===== src/rtl/cmd_aggregator.sv =====
// Packs three UART bytes into a 24-bit command word and holds it until the dispatcher clears it.
// Optional inter-byte timeout is compiled in with `define CMD_TIMEOUT_EN.
module cmd_aggregator #(
   parameter int TIMEOUT_CYCLES = 1_000_000
) (
   input  logic        clk,
   input  logic        rst_n,
   input  logic [7:0]  rx_data,
   input  logic        rx_rdy,
   output logic        clr_rx_rdy,
   output logic [23:0] cmd,
   output logic        cmd_rdy,
   input  logic        clr_cmd_rdy,
   output logic        timeout_err
);

   typedef enum logic [1:0] {WAIT_B0, WAIT_B1, WAIT_B2, FULL} state_t;

   // Handshake: a byte is consumed in any cycle where clr_rx_rdy is high (rx_rdy high, not FULL,
   // not in reset); the command is offered while cmd_rdy is high and retired by clr_cmd_rdy.
   state_t state;
   logic   timeout_hit;

   if (TIMEOUT_CYCLES < 2) begin : g_bad_timeout
      $error("cmd_aggregator: TIMEOUT_CYCLES must be at least 2");
   end

   assign clr_rx_rdy = rst_n && rx_rdy && (state != FULL);

`ifdef CMD_TIMEOUT_EN
   localparam int           CW    = $clog2(TIMEOUT_CYCLES);
   localparam logic [CW-1:0] LIMIT = CW'(TIMEOUT_CYCLES - 1);

   logic [CW-1:0] idle_cnt;
   logic          counting;

   assign counting    = ((state == WAIT_B1) || (state == WAIT_B2)) && !rx_rdy;
   assign timeout_hit = counting && (idle_cnt == LIMIT);

   // Any capture, timeout or idle/full state resets the idle count.
   always_ff @(posedge clk) begin
      if (!rst_n) begin
         idle_cnt    <= '0;
         timeout_err <= 1'b0;
      end else begin
         timeout_err <= timeout_hit;
         if (counting && !timeout_hit) idle_cnt <= idle_cnt + 1'b1;
         else                          idle_cnt <= '0;
      end
   end
`else
   assign timeout_hit = 1'b0;
   assign timeout_err = 1'b0;
`endif

   always_ff @(posedge clk) begin
      if (!rst_n) begin
         state   <= WAIT_B0;
         cmd     <= 24'h000000;
         cmd_rdy <= 1'b0;
      end else begin
         case (state)
            WAIT_B0: begin
               if (rx_rdy) begin
                  cmd[23:16] <= rx_data;
                  state      <= WAIT_B1;
               end
            end
            WAIT_B1: begin
               if (rx_rdy) begin
                  cmd[15:8] <= rx_data;
                  state     <= WAIT_B2;
               end else if (timeout_hit) begin
                  state <= WAIT_B0;
               end
            end
            WAIT_B2: begin
               if (rx_rdy) begin
                  cmd[7:0] <= rx_data;
                  cmd_rdy  <= 1'b1;
                  state    <= FULL;
               end else if (timeout_hit) begin
                  state <= WAIT_B0;
               end
            end
            FULL: begin
               // Pending byte stays in the UART until the command is retired.
               if (clr_cmd_rdy) begin
                  cmd_rdy <= 1'b0;
                  state   <= WAIT_B0;
               end
            end
            default: begin
               state   <= WAIT_B0;
               cmd_rdy <= 1'b0;
            end
         endcase
      end
   end

endmodule


===== config.mk =====
export PLATFORM = sky130hd
export DESIGN_NAME = cmd_aggregator
export DESIGN_NICKNAME = d
export VERILOG_FILES = /design/src/rtl/cmd_aggregator.sv
export SDC_FILE = /design/constraint.sdc
export NUM_CORES = 1
export LEC_CHECK = 0
export ABC_AREA = 1
export BUFFER_PORTS_ARGS = -buffer_cell sky130_fd_sc_hd__buf_4
export CORE_MARGIN = 5
export CORE_UTILIZATION = 43
export CTS_BUF_LIST = sky130_fd_sc_hd__clkbuf_16
export DETAILED_ROUTE_END_ITERATION = 6
export PLACE_DENSITY = 0.84
export SYNTH_ARGS = -nofsm -noshare
export SYNTH_HDL_FRONTEND = slang
export SYNTH_SLANG_ARGS = --single-unit

===== constraint.sdc =====
create_clock -name clk -period 1.3 [get_ports clk]
set_clock_uncertainty 0.05 [all_clocks]
set_input_delay 0.195 -clock clk [delete_from_list [all_inputs] [get_ports clk]]
set_output_delay 0.195 -clock clk [all_outputs]
set_load 0.02 [all_outputs]

# Word-level counts from Yosys, hierarchy flattened
# Cells that the tools add are included.
# word_totals
ff_bits,27
inputBits,12
out_inout_bits,27
wordCells,30
# classes
n_eq_ne,8
muxes,8
reduce_logical,9
# ops
operator,count
inequality test 2 bit (second input constant),5
two-way mux 2 bit,4
one-hot mux 2 bit (4 select lines),1
AND reduction 2 bit,3
equality test 2 bit (second input constant),2
AND reduction 4 bit,1
AND reduction 3 bit,1
equality test 2 x 1 -> 1 bit (second input constant),1
logical AND 1 bit,2
zero test 2 bit,1
two-way mux 1 bit,2
one-hot mux 1 bit (2 select lines),1
nonzero test 2 bit,1

# Logic depth before layout (Yosys ltp)
# Gate-level depths: netlist of the first run.
# logic_depth
word_depth,3
ltp_mapped,9
ltp_nobuf,9

# Worst setup path before layout of the first run
# OpenSTA, ideal clock, no wires.
# synth_timing
path_kind,flip-flop to flip-flop
from,register state[0]
to,register state[0]
setup_ns,0.113
arrival_time_ns,1.051
t_required_ns,1.137
slack_ns,0.087
path_stages_with_launch,7
n_path_buf,0
synth_period_minus_slack_ns,1.213
cell_sequence,dfxtp_1 inv_1 ha_1 o21ai_0 nand3_1 nand2_1 nor2_1
# synth_between
elab_chain_cells,3
word_cells_on_any_way,10
classes_between,eq/ne (7); mux (1); reduce/logical (2)
# synth_rtl
item,line_no,source
from (decl),21,state_t state;
from (signal assigned),58,state <= WAIT_B0;
from (signal assigned),66,state <= WAIT_B1;
from (signal assigned),72,state <= WAIT_B2;
"equality test 2 x 1 -> 1 bit, or another cell as far along",62,case (state)
inequality test 2 bit (no source line),--,
AND reduction 4 bit (no source line),--,
# Parallel ways exist; a longest one is shown, timed or not.
# A chain may end at the register's enable or synchronous reset.

# Final worst setup path of the first run
# layout_timing
from,register state[0]
to,output port clr_rx_rdy
# layout_between
elab_chain_cells,2
# layout_rtl
item,line_no,source
inequality test 2 bit,28,assign clr_rx_rdy = rst_n && rx_rdy && (state != FULL);
logical AND 1 bit,28,
to (decl),10,"output logic clr_rx_rdy,"
# No other way between the ends.

==> results of run 1 <==
## cell usage after synthesis
master | n | area share [%]
nor2_4 | 1 | 1.0
o21ai_0 | 24 | 11
nand3_1 | 2 | 0.90
nand2_1 | 6 | 2.0
nor2_1 | 56 | 19
conb_1 | 1 | 0.34
nor2_2 | 1 | 0.56
clkbuf_1 | 1 | 0.34
clkbuf_2 | 1 | 0.45
inv_2 | 5 | 1.7
o21ai_1 | 1 | 0.45
buf_4 | 1 | 0.67
inv_1 | 5 | 1.7
clkinv_2 | 1 | 0.45
dfxtp_1 | 27 | 48
ha_1 | 6 | 6.7
nand2_4 | 1 | 1.0
nand2_2 | 6 | 3.4
buf_2 | 1 | 0.45
## cells in the final DEF, fill, tap and decap left out, types with 2 or more instances in the layout
cell type	n
nor2_1	53
clkbuf_16	3
o21ai_1	2
nand2_2	3
dfxtp_1	25
nor2_2	4
buf_4	38
ha_4	4
ha_1	2
nand3_1	2
dfxtp_4	2
nand2_4	4
inv_1	3
nand2_1	6
inv_2	6
o21ai_0	22
## final timing paths
path,cells after the start,startpoint,slack (ns),endpoint
max reg2reg,7,state[0]$_SDFFE_PN0P_,0.08,state[1]$_SDFFE_PN0P_
max,3,state[0]$_SDFFE_PN0P_,0.03,clr_rx_rdy
min reg2reg,2,cmd[17]$_SDFFE_PN0P_,0.44,cmd[17]$_SDFFE_PN0P_
min,3,rx_data[6],0.16,cmd[6]$_SDFFE_PN0P_
## power by group through the flow
stage	clock network [mW]	registers (mW)	logic, mW
after floorplan	0	1.41	0.745
after global placement	0	1.18	1.40
after detailed placement	0	1.21	1.46
after CTS	0.722	1.20	1.49
after global routing	0.747	1.27	1.85
final	0.704	1.24	1.69
## state kept, by name, summed over array words and instances (netlist names)
signal   flops
cmd_rdy      1
cmd         24
state        2
## routing by layer
metal	track usage [%]	wire (um)	share of wire, %
met4	5.573	54	1.9
met2	29.77	1546	53
met1	18.50	1078	37
met5	0	0	0
met3	3.191	236	8.1
## logic make-up (layout without fill, tap and decap cells)
kind of cell | Yosys count | in the layout | share of synthesized area (%)
adders and majority gates | 6 | 6 | 6.719
buffers and inverters | 15 | 54 | 5.710
other | 1 | 1 | 0.3356
and+or+nand+nor | 73 | 73 | 27.66
DFF | 27 | 27 | 48.38
AOI/OAI and AO/OA | 25 | 25 | 11.20
## what timing repair did
item,in CTS,in global routing
endpoints found under the setup margin,11,25
pin swaps,0,1
buffers inserted,0,1
hold buffers,0,0
resized for setup,7,18
## final cells by class
cell class	count	share of cell area [%]
Multi-Input combinational cell	105	36.85
Sequential cell	27	34.27
Timing Repair Buffer	39	18.54
Clock buffer	3	4.695
Inverter	11	2.817
Tap cell	30	2.347
Clock inverter	1	0.4695
## worst register-to-register path: stages, from the launching register on
cell     delay [ns]
dfxtp_4        0.40
inv_4          0.07
ha_4           0.18
nor2_2         0.14
nor2_2         0.06
nor2_4         0.09
nor2_1         0.05
nor2_1         0.12
## per-stage QoR
| step | total power [mW] | cells | hold WS (ns) |
|---|---|---|---|
| after floorplan | 2.154 | 147 | 0.2929 |
| final | 3.636 | 216 | 0.1590 |
| after global routing | 3.872 | 216 | 0.1756 |
| after detailed placement | 2.663 | 211 | 0.4278 |
| after global placement | 2.579 | 211 | 0.4156 |
| after CTS | 3.411 | 215 | 0.1562 |
==> run metrics, run 1 <==
Hold Vio Cnt, Final=0; Syn Nets=165; setup_tns=0 ns; slowest stage delay, CP=0.38 ns; Sequential Power Share=34.2%; HP Class=in -> reg; final worst slack=0.02602 ns; clk_lat worst skew=0.26 ns; Boundary Pins=39; Synth cell types=19; DRC=0; IO buf count=37; Layout area overhead=43.11%; Switching Fraction=39.78%; CP Buf/Inv Count=1; DR vias=1084; final instance area=1599 um2; combinational share of power=46.4%; crit-path max FO=4; largest net degree at the start of global routing=17; CP Launch Type=flop; drt pass-1 iters=4; # H-tree levels=1; layout cell share with drive strength beyond 1=37.63%; DR iter-0 viols=42; final-report max-slew violation count=0; critical path's top delay family=flip-flops; overall routed net length=2915 um; switching power=1.446 mW; Setup Viol. Count Final=0; Internal Power=2.190 mW; DPL Wire Length=2147 um; worst path required time=1.05 ns; vias per cell=5.019; Avg Synthesized Cell Area=7.601 um2; grt ovf=0; vias in the first global route=967; Total GRT Usage=16.19%; TritonCTS clock tree=yes; synthesized area=1117 um2; slowest stage cell, crit path=dfxtp_4; Util after Layout=64.55%; crit path time final=1.274 ns; crit share post-route=98.00%; worst path arrival time=1.03 ns; Seq/Total Area, Yosys=48.38%; Peak Freq=784.9 MHz; Synth Instances=147; full die area=3718 um2; Yosys reg bits=27; num rows=18; final antenna-violating net count=0; Multi-input gate area=589.3 um2; outcome=complete, no violations; final RePlAce weighted congestion=0.8561; routed wire length per instance=13.50 um; post-place setup slack=-0.05102 ns; Pleak=0.7359 nW; Filler cells=227; DIE WIDTH=60.98 um; clock root buffer master=clkbuf_16; first-pass GRT wire length=4360 um; Max Root-Sink Buffers=2; element type at the critical path end=output port; placed inst area=1419 um2; total of max-cap violations=0; Yosys warnings=0; fin nets=205; core footprint=2477 um2; Clock power frac=19.4%; Initial Util=45.10%; initial antenna violation count=0; clock transition at the registers of the reported paths=0.07 ns; Max VDD drop=0.001253 V; pwr dens=2274 nW/um2; CTS Buf Count=3; die height=60.98 um; critical path class=reg -> out; FF+latch area=548.0 um2; Antenna Cells=0; CTS sink cnt=27; Critical Path, Cell by Cell=ha_4 > nor2_2 > buf_6
No activity file was read; power rests on OpenSTA's default activity.
==> inputs of run 2 (changes only) <==
Settings changed: CORE_ASPECT_RATIO set to 0.6, CTS_CLUSTER_SIZE set to 10.
==> run 2 against run 1 <==
Effect of this change:
- combinational power grew 5%
- count of clock-buffer cells in the layout is the same
- maximum frequency shrank 1.4%
- worst setup slack lost 0.018 ns
- core utilization is essentially flat
- global-route usage grew 1.8 points
- sequential cell count is the same
- final area grew 0.39%
- critical path depth is the same
- final cell count grew 1.4%
- total power grew 1.5%
- clock power shrank 4.5%
- largest cell class unchanged
- largest power group unchanged
- highest routed layer unchanged
==> run metrics, run 2 (same netlist as run 1, synthesis figures left out) <==
post-place setup slack=-0.07052 ns; CTS sink cnt=27; DR iter-0 viols=86; biggest regs=cmd: 24 flops, state: 2 flops, cmd_rdy: 1 flops; DR vias=1084; fin nets=206; Top reg by flops=cmd; Total GRT Usage=17.99%; outcome=complete, no violations; combinational share of power=47.8%; Hold Path End=cmd[19]$_SDFFE_PN0P_; hold buffers post-CTS=0; Antenna Cells=0; total power=3.690 mW; setup_tns=0 ns; Setup Viol. Count Final=0; CP Launch Type=flop; crit-path max FO=5; commonest non-fill, non-tap cell in the layout=nor2_1; number of flip-flops in the largest register=24; pwr dens=2298 nW/um2; IO buf count=37; TritonCTS clock tree=yes; final-report max-slew violation count=0; die height=49.49 um; HP Class=in -> reg; clock transition at the registers of the reported paths=0.06 ns; total of max-cap violations=0; final worst slack=0.007633 ns; first-pass GRT wire length=5023 um; Peak Freq=773.8 MHz; crit path time final=1.292 ns; overall routed net length=3300 um; worst reg2reg setup slack=0.02 ns; commonest cells after routing, fill and taps aside=nor2_1 (54), buf_4 (39), dfxtp_1 (25); full die area=3751 um2; Boundary Pins=39; worst path arrival time=1.05 ns; Pleak=0.7400 nW; Layout area overhead=43.67%; # H-tree levels=1; switching power=1.487 mW; largest net degree at the start of global routing=17; Hold Slack=0.1762 ns; Internal Power=2.202 mW; layout cell share with drive strength beyond 1=36.90%; grt ovf=0; Max Root-Sink Buffers=2; Sequential Power Share=34.0%; final antenna-violating net count=0; Max VDD drop=0.001133 V; vias in the first global route=1021; clock root buffer master=clkbuf_16; Cell Count, Final, Fillers Out=219; initial antenna violation count=0; Initial Util=44.92%; vias per cell=4.950; Clock power frac=18.2%; crit share post-route=99.41%; element type at the critical path end=output port; DPL Wire Length=2346 um; Hold Vio Cnt, Final=0; WHS Path Cells=3; routed wire length per instance=15.07 um; drt pass-1 iters=4; worst min-delay path startpoint=rx_data[3]; Filler cells=202; final RePlAce weighted congestion=0.8284; Reg-to-Reg End=state[1]$_SDFFE_PN0P_; dpl cells=213; worst path required time=1.05 ns; DIE WIDTH=75.81 um; Switching Fraction=40.31%; critical path class=reg -> out; DRC=0; num rows=14; core footprint=2487 um2; CTS Buf Count=3; clk_lat worst skew=0.26 ns; Crit Reg-Reg Startpoint=state[1]$_SDFFE_PN0P_; R2R cell count=7
-- run 2: cell types whose count changed in the layout (fill, tap and decap cells not counted), sizes merged --
| cell | delta |
|---|---|
| buf | +1 |
| clkinvlp | -1 |
| inv | +1 |
-- run 2: metrics by stage --
step	instance area, um2	utilization, %
finish	1605	64.54
global route	1605	64.54
CTS	1539	61.87
detailed placement	1421	57.14
global placement	1421	57.14
floorplan	1117	-
-- run 2: area by class of cell --
| type | count | area [um2] | share of cell area (%) |
|---|---|---|---|
| Tap cell | 32 | 40.04 | 2.494 |
| Timing Repair Buffer | 40 | 304.0 | 18.94 |
| Inverter | 11 | 47.55 | 2.962 |
| Multi-Input combinational cell | 105 | 586.8 | 36.55 |
| Clock buffer | 3 | 75.07 | 4.677 |
| Clock inverter | 1 | 3.754 | 0.2338 |
| Sequential cell | 27 | 548.0 | 34.14 |
-- run 2: power by group through the flow --
stage / Clock, mW / Sequential [mW] / Combinational [mW]
after global placement: 0 / 1.19 / 1.39
after global routing: 0.731 / 1.28 / 1.92
after detailed placement: 0 / 1.21 / 1.47
final: 0.672 / 1.25 / 1.77
after floorplan: 0 / 1.41 / 0.745
after CTS: 0.686 / 1.22 / 1.54
-- run 2: routing by layer --
| layer | global-route usage, % | part of all wire [%] | up-vias | routed length (um) |
|---|---|---|---|---|
| met4 | 6.395 | 2.8 | 0 | 91 |
| met5 | 0 | 0 | - | 0 |
| met3 | 5.477 | 9.1 | 10 | 299 |
| met1 | 22.40 | 40 | 479 | 1331 |
| met2 | 28.98 | 48 | 58 | 1577 |
| li1 | - | - | 537 | - |
-- run 2: repair_timing --
action | 4_1_cts | 5_1_grt
resized for setup | 13 | 12
endpoints found under the setup margin | 26 | 25
pin swaps | 0 | 2
buffers inserted | 0 | 2
-- run 2: worst max path at each step --
| stage | start | to | slack [ns] | depth (start not counted) |
|---|---|---|---|---|
| after floorplan | state[0]$_SDFFE_PN0P_ | state[0]$_SDFFE_PN0P_ | 0.09 | 6 |
| after global routing | state[1]$_SDFFE_PN0P_ | cmd_rdy$_SDFFE_PN0P_ | -0.01 | 7 |
| final | state[1]$_SDFFE_PN0P_ | clr_rx_rdy | 0.008 | 3 |
| after detailed placement | state[0]$_SDFFE_PN0P_ | state[0]$_SDFFE_PN0P_ | -0.07 | 6 |
| after CTS | state[1]$_SDFFE_PN0P_ | state[0]$_SDFFE_PN0P_ | 0.002 | 7 |
| after global placement | state[0]$_SDFFE_PN0P_ | state[0]$_SDFFE_PN0P_ | 0.06 | 6 |
-- run 2: worst max-delay path, stage by stage, from the launching register on --
cell and delay (ns):
dfxtp_4 0.38, ha_4 0.19, nor2_4 0.09, buf_6 0.13
==> inputs of run 3 (changes only) <==
Settings changed: MAX_ROUTING_LAYER set to met4.
==> run 3 against run 2 <==
Effect of this change:
- core utilization unchanged
- routed wire length increased by 0.48%
- global-route usage rose by 0.48 points
- final area unchanged
- via count decreased by 1.0%
- sequential cell count unchanged
- combinational power is essentially flat
- largest cell class unchanged
==> run metrics, run 3 (same netlist as run 1, synthesis figures left out) <==
layout cell share with drive strength beyond 1=36.90%; vias per cell=4.900; Peak Freq=774.0 MHz; routed wire length per instance=15.14 um; worst path arrival time=1.05 ns; Total GRT Usage=18.48%; post-place setup slack=-0.07052 ns; grt ovf=0; total of max-cap violations=0; IO buf count=37; crit-path max FO=5; DPL Wire Length=2346 um; die height=49.49 um; critical path class=reg -> out; commonest cells after routing, fill and taps aside=nor2_1 (54), buf_4 (39), dfxtp_1 (25); DRC=0; # H-tree levels=1; Setup Viol. Count Final=0; HP Class=in -> reg; Top reg by flops=cmd; element type at the critical path end=output port; dpl cells=213; largest net degree at the start of global routing=17; initial antenna violation count=0; outcome=complete, no violations; DR vias=1073; number of flip-flops in the largest register=24; DIE WIDTH=75.81 um; Antenna Cells=0; Max VDD drop=0.001133 V; Util after Layout=64.54%; Pleak=0.7400 nW; CP Launch Type=flop; Cell Count, Final, Fillers Out=219; num rows=14; drt pass-1 iters=4; CTS sink cnt=27; CTS Buf Count=3; clock transition at the registers of the reported paths=0.06 ns; final-report max-slew violation count=0; commonest non-fill, non-tap cell in the layout=nor2_1; Max Root-Sink Buffers=2; clk_lat worst skew=0.26 ns; worst path required time=1.05 ns; TritonCTS clock tree=yes; setup_tns=0 ns; Initial Util=44.92%; Hold Slack=0.1737 ns; clock root buffer master=clkbuf_16; overall routed net length=3316 um; hold buffers post-CTS=0; first-pass GRT wire length=5016 um; full die area=3751 um2; core footprint=2487 um2; biggest regs=cmd: 24 flops, state: 2 flops, cmd_rdy: 1 flops; vias in the first global route=1022; final RePlAce weighted congestion=0.8411; pwr dens=2299 nW/um2; final antenna-violating net count=0; Hold Vio Cnt, Final=0; DR iter-0 viols=109; final worst slack=0.008005 ns; fin nets=206; Layout area overhead=43.67%; Boundary Pins=39; crit share post-route=99.38%; crit path time final=1.292 ns
-- run 3: cell counts in the layout (fill, tap and decap cells not counted) --
Identical to the previous run, type by type.
-- run 3: routing by layer --
metal | vias to the layer above | share of wire [%] | global-route usage (%)
met5 | - | 0 | -
met4 | 0 | 2.7 | 6.395
met3 | 10 | 7.9 | 5.680
met2 | 51 | 48 | 28.98
met1 | 478 | 41 | 22.28
li1 | 534 | - | -
-- run 3: repair_timing --
item                                   CTS  global route
resized for setup                       13            12
pin swaps                                0             2
endpoints found under the hold margin    0             0
buffers inserted                         0             2
setup endpoints to repair               26            25
-- run 3: metrics by stage --
step	power [mW]	instance area [um2]
final	3.690	1605
after global routing	3.926	1605
after CTS	3.451	1539
after detailed placement	2.685	1421
after global placement	2.574	1421
after floorplan	2.154	1117
-- run 3: area by class of cell --
cell class / instances / area [um2]
fill: 202 / 882.1
sequential: 27 / 548.0
multi-input combinational: 105 / 586.8
clock buffer: 3 / 75.07
clock inverter: 1 / 3.754
inverter: 11 / 47.55
timing repair buffer: 40 / 304.0
tap: 32 / 40.04
-- run 3: power breakdown --
part           total [mW]  internal [mW]  switching, mW
clock network       0.671          0.411          0.260
registers            1.25           1.07          0.180
logic                1.77          0.721           1.05
-- run 3: worst max-delay path, stage by stage, from the launching register on --
cell and delay (ns):
dfxtp_4 0.38, ha_4 0.19, nor2_4 0.09, buf_6 0.13
-- run 3: final timing paths --
path,start,endpoint,slack [ns],depth (start not counted)
max,state[1]$_SDFFE_PN0P_,clr_rx_rdy,0.008,3
min,rx_data[0],cmd[16]$_SDFFE_PN0P_,0.17,3
max reg2reg,state[1]$_SDFFE_PN0P_,state[1]$_SDFFE_PN0P_,0.02,7
min reg2reg,cmd[20]$_SDFFE_PN0P_,cmd[20]$_SDFFE_PN0P_,0.44,2
